<file path="config.mk">
export PLATFORM = sky130hd
export DESIGN_NAME = lfsr_search_ctrl
export DESIGN_NICKNAME = d
export VERILOG_FILES = /design/src/rtl/lfsr_search_pkg.sv /design/src/rtl/lfsr_search_arb.sv /design/src/rtl/lfsr_search_ctrl.sv
export SDC_FILE = /design/constraint.sdc
export NUM_CORES = 1
export LEC_CHECK = 0
export ABC_AREA = 0
export CAP_MARGIN = 20
export CORE_ASPECT_RATIO = 1.2
export CORE_UTILIZATION = 47
export CTS_CLUSTER_DIAMETER = 150
export DETAILED_ROUTE_END_ITERATION = 8
export PLACE_DENSITY = 0.81
export SLEW_MARGIN = 20
export SYNTH_ARGS = -nofsm -noshare
export SYNTH_HDL_FRONTEND = slang
export SYNTH_SLANG_ARGS = --single-unit
</file>
<file path="constraint.sdc">
create_clock -name clk -period 2.6 [get_ports clk]
set_input_delay 0.39 -clock clk [delete_from_list [all_inputs] [get_ports clk]]
set_output_delay 0.39 -clock clk [all_outputs]
set_load 0.05 [all_outputs]
</file>
<file path="src/rtl/lfsr_search_pkg.sv">
// lfsr_search_pkg: shared state encoding, default widths and LFSR helper functions
package lfsr_search_pkg;
  localparam int DEF_ADDR_W = 16;
  localparam int DEF_DATA_W = 8;
  typedef enum logic [2:0] {IDLE, WRITE, LOAD, ISSUE, WAIT, DONE} state_t;
  // number of distinct nonzero states of a (d+1)-bit maximal LFSR
  function automatic logic [31:0] lfsr_period(input logic [3:0] d);
    return (32'd1 << ({1'b0, d} + 5'd1)) - 32'd1;
  endfunction
  function automatic logic [3:0] msb_idx(input logic [31:0] v);
    logic [3:0] r;
    r = '0;
    for (int i = 0; i < 16; i++) if (v[i]) r = 4'(i);
    return r;
  endfunction
endpackage

</file>
<file path="src/rtl/lfsr_search_arb.sv">
// lfsr_search_arb: two-requester round-robin grant with a last-served flag
// ports: clk, rst_n (async active-low), en (grant window), wr_req/rd_req in, gnt_wr/gnt_rd out
module lfsr_search_arb (
  input  logic clk,
  input  logic rst_n,
  input  logic en,
  input  logic wr_req,
  input  logic rd_req,
  output logic gnt_wr,
  output logic gnt_rd
);
  logic last_wr;
  assign gnt_wr = en && wr_req && (!rd_req || !last_wr);
  assign gnt_rd = en && rd_req && (!wr_req || last_wr);
  always_ff @(posedge clk or negedge rst_n)
    if (!rst_n) last_wr <= 1'b0;
    else if (gnt_wr || gnt_rd) last_wr <= gnt_wr;
endmodule

</file>
<file path="src/rtl/lfsr_search_ctrl.sv">
// lfsr_search_ctrl: write/search sequencer for the LFSR-addressed associative memory
// ports: clk, rst_n (async active-low); host wr_req/wr_data/wr_ack, rd_req/rd_key/rd_ack;
//   memory mem_addr/mem_wdata/mem_we/mem_re/mem_rdata; LFSR lfsr_reset/lfsr_step/lfsr_degree/lfsr_out;
//   status done/found/found_addr/busy/full/entry_count; probe_count when LFSR_SEARCH_STATS_EN is defined
module lfsr_search_ctrl
  import lfsr_search_pkg::*;
#(
  parameter int ADDR_W = DEF_ADDR_W,
  parameter int DATA_W = DEF_DATA_W
) (
  input  logic              clk,
  input  logic              rst_n,
  input  logic              wr_req,
  input  logic [DATA_W-1:0] wr_data,
  output logic              wr_ack,
  input  logic              rd_req,
  input  logic [DATA_W-1:0] rd_key,
  output logic              rd_ack,
  output logic [ADDR_W-1:0] mem_addr,
  output logic [DATA_W-1:0] mem_wdata,
  output logic              mem_we,
  output logic              mem_re,
  input  logic [DATA_W-1:0] mem_rdata,
  output logic              lfsr_reset,
  output logic              lfsr_step,
  output logic [3:0]        lfsr_degree,
  input  logic [ADDR_W-1:0] lfsr_out,
  output logic              done,
  output logic              found,
  output logic [ADDR_W-1:0] found_addr,
  output logic              busy,
  output logic              full,
`ifdef LFSR_SEARCH_STATS_EN
  output logic [ADDR_W-1:0] entry_count,
  output logic [ADDR_W-1:0] probe_count
`else
  output logic [ADDR_W-1:0] entry_count
`endif
);
  state_t state;
  logic [DATA_W-1:0] key;
  logic [ADDR_W-1:0] probe, cap_addr, wr_addr;
  logic [31:0] per;
  logic gnt_wr, gnt_rd, hit, last;
  assign per = lfsr_period(lfsr_degree);
  assign hit = mem_rdata == key;
  assign last = 32'(probe) == per;
  assign busy = state != IDLE;
  assign full = entry_count == '1;
  // step decision depends on read data returned during WAIT, so it cannot be registered
  assign lfsr_step = state == WAIT && !hit && !last;
  // during ISSUE the LFSR has already moved to the probe address
  assign mem_addr = mem_re ? lfsr_out : wr_addr;
  lfsr_search_arb u_arb (
    .clk(clk), .rst_n(rst_n), .en(state == IDLE),
    .wr_req(wr_req), .rd_req(rd_req), .gnt_wr(gnt_wr), .gnt_rd(gnt_rd)
  );
  always_ff @(posedge clk or negedge rst_n)
    if (!rst_n) begin
      state <= IDLE;
      wr_ack <= 1'b0;
      rd_ack <= 1'b0;
      mem_we <= 1'b0;
      mem_re <= 1'b0;
      mem_wdata <= '0;
      wr_addr <= '0;
      lfsr_reset <= 1'b0;
      lfsr_degree <= '0;
      done <= 1'b0;
      found <= 1'b0;
      found_addr <= '0;
      entry_count <= '0;
      key <= '0;
      probe <= '0;
      cap_addr <= '0;
    end else begin
      wr_ack <= 1'b0;
      rd_ack <= 1'b0;
      mem_we <= 1'b0;
      mem_re <= 1'b0;
      lfsr_reset <= 1'b0;
      done <= 1'b0;
      lfsr_degree <= msb_idx(32'(entry_count));
      case (state)
        IDLE:
          if (gnt_wr) begin
            state <= WRITE;
            wr_ack <= 1'b1;
            mem_we <= !full;
            wr_addr <= entry_count + 1'b1;
            mem_wdata <= wr_data;
            if (!full) entry_count <= entry_count + 1'b1;
          end else if (gnt_rd) begin
            state <= LOAD;
            rd_ack <= 1'b1;
            key <= rd_key;
            probe <= '0;
            found <= 1'b0;
            found_addr <= '0;
            lfsr_reset <= entry_count != '0;
          end
        WRITE: state <= IDLE;
        LOAD:
          if (entry_count == '0) begin
            state <= DONE;
            done <= 1'b1;
          end else begin
            state <= ISSUE;
            mem_re <= 1'b1;
          end
        ISSUE: begin
          state <= WAIT;
          cap_addr <= lfsr_out;
          probe <= probe + 1'b1;
        end
        WAIT:
          if (hit) begin
            state <= DONE;
            done <= 1'b1;
            found <= 1'b1;
            found_addr <= cap_addr;
          end else if (last) begin
            state <= DONE;
            done <= 1'b1;
          end else begin
            state <= ISSUE;
            mem_re <= 1'b1;
          end
        DONE: state <= IDLE;
        default: state <= IDLE;
      endcase
    end
`ifdef LFSR_SEARCH_STATS_EN
  always_ff @(posedge clk or negedge rst_n)
    if (!rst_n) probe_count <= '0;
    else if (state == DONE) probe_count <= probe;
`endif
endmodule

</file>
==> metrics.csv <==
metric;value;unit
status;complete, but fails checks;
violations;setup timing;
drc;0;
dpl_cell_area;0.00693;sq mm
fin_crit_sh;115;%
clockBufferDepth;2;
critPathCaptureType;output port;
synthFlopType;dfrtp_1;
synth_nets;660;
hold_viol_final;0;
wl_per_cell;15.6;um
crit_fanout;6;
fin_hold_ws;62.3;ps
dp_hpwl;9890;um
setup_violations;1;
final_common_cell;nand2_1;
cp.arrival;2590;ps
final_cell_mix;118 x nand2_1, 107 x dfrtp_1, 105 x clkdlybuf4s50_1, 56 x o21ai_0;
wirelength;13700;um
synthArstFlopShare;100;%
num_antenna_cells;0;
ant_nets;0;
vias_per_cell;5.37;
die_w;101;um
startpoint_type;flop;
skew;14.2;ps
crit_type;flop to output port;
syn_area_per_cell;9.08;sq um
power_density;976;mW/mm^2
io_buffers;113;
maxCapViolCount;0;
slew_headroom;57.9;%
grt_max_degree;49;
fin_crit;2980;ps
die_h;121;um
peakVddDrop;811;uV
overflow;0;
final_area;0.00730;sq mm
gp_congestion;0.873;
min_path_type;input port to asynchronous set/reset pin;
tightest_slew;632;ps
synth-edff-count;0;
rsz0062_at_grt;yes;
worst_slack;-383;ps
drt_iter0_drc;279;
synth_warnings;0;
vias;4739;
required;2210;ps
fmax;0.335;GHz
fin_nets;769;
setup_tns;-383;ps
maxSlewViolCount;0;
power.total;0.00712;W
clock-root-buffer;clkbuf_16;
initial_utilization;48.3;%
grt_pass1_vias;4554;
area_growth_syn_to_layout;31.4;%
r2r_end;state[1];
grtUsageTotal;23.6;%
synthCells;612;
cts_tree;done;
rr_startpoint;lfsr_degree[0];
netlist_area;0.00556;sq mm
die-area;0.0123;sq mm
synth_seq_area_share;50.0;%
io-pin-count;114;
synth.distinct_cells;62;
synth.ff_latch_count;111;
cts_made_buffers;9;
htreeDepth;3;
reg2regPathDepth;12;
clkTransAtPathRegs;70;ps
dpl_worst_slack;-327;ps
grt_pass1_wl;22500;um
firstDrtPassIters;5;
placementRows;43;
insertion_delay;350;ps
rrSetupSlack;300;ps
p_leak;3.23;nW
antenna_found_initial;0;
drive_above_1_share;13.4;%
core;0.0115;sq mm
cts_num_sinks;111;
## worst max-delay path, cell delays in order (launching register included)
cell        delay (ps)
dfrtp_2            390
nor2_4              50
nand2_2             70
ha_4               170
buf_6              100
or3b_4             380
nand2_2             60
a21oi_1             40
a2111o_1           410
nor4_4             170
or2_4              180
clkinvlp_4          80
buf_8              150
## power by group
part	switching (W)	internal (W)
Sequential	0.000287	0.00215
Combinational	0.00211	0.00124
Clock	0.000661	0.000675
## layer usage
metal,vias to the layer above,share of wire (%),GRT usage (%)
li1,2266,-,-
met1,2294,43,31.5
met2,159,50,39.3
met3,20,4.5,3.00
met4,0,2.2,8.33
met5,-,0,0
## how the worst max path moves through the flow
stage               slack [ps]   endpoint      startpoint
floorplan                  -10  lfsr_step  lfsr_degree[2]
global placement          -270  lfsr_step  lfsr_degree[2]
detailed placement        -330  lfsr_step  lfsr_degree[2]
CTS                       -400  lfsr_step  lfsr_degree[1]
global route              -540  lfsr_step  lfsr_degree[3]
finish                    -380  lfsr_step  lfsr_degree[0]
## kinds of logic (layout without fill, tap and decap cells)
| family | Yosys count | after routing | synth area share [%] |
|---|---|---|---|
| simple gates | 246 | 246 | 20.9 |
| compound gates | 113 | 113 | 12.0 |
| flops | 111 | 111 | 50.0 |
| buf+inv | 73 | 187 | 5.38 |
| xor+xnor | 47 | 47 | 7.41 |
| mux | 17 | 17 | 3.42 |
| fa+ha+maj | 4 | 4 | 0.901 |
| other cells | 1 | 1 | 0.0675 |
## metrics by stage
stage | cells | utilization, %
CTS | 883 | 63.2
global route | 883 | 63.4
global placement | 866 | 60.2
detailed placement | 866 | 60.2
floorplan | 612 | -
finish | 883 | 63.4
## synth_stat cells (6+ instances only)
library cell,n,share of area [%]
mux2_2,16,3.2
nor3_1,7,0.63
xor2_1,27,4.3
nor2_1,35,2.4
buf_2,8,0.72
nand3_1,33,3.0
nand2_1,120,8.1
and3_1,6,0.68
o21ai_0,56,5.0
nor4_1,7,0.79
a31oi_1,6,0.68
dfrtp_1,111,50
xnor2_1,20,3.2
nand4_1,6,0.68
inv_1,26,1.8
clkbuf_1,33,2.2
a21oi_1,24,2.2
## area by class of cell
class                   count  area [sq um]
fillers                   955          4210
flip-flops and latches    111          2780
multi-input cells         428          2550
repair buffers            142          1370
clock buffers              10           229
well taps                 157           196
inverters                  29           115
clock inverters             6          61.3
## sequential cells by signal (all words and copies together), names as in the netlist, 3 cells and up
register     cells
cap_addr        16
lfsr_degree      4
found_addr      16
wr_addr         16
mem_wdata        8
key              8
state            3
entry_count     16
probe           16
## timing repair
action,CTS,global route
pin swaps,7,0
setup endpoints to repair,1,4
gates resized for setup,10,6
buffers inserted,1,0
hold buffers,0,0
(Power assumes the default switching activity.)
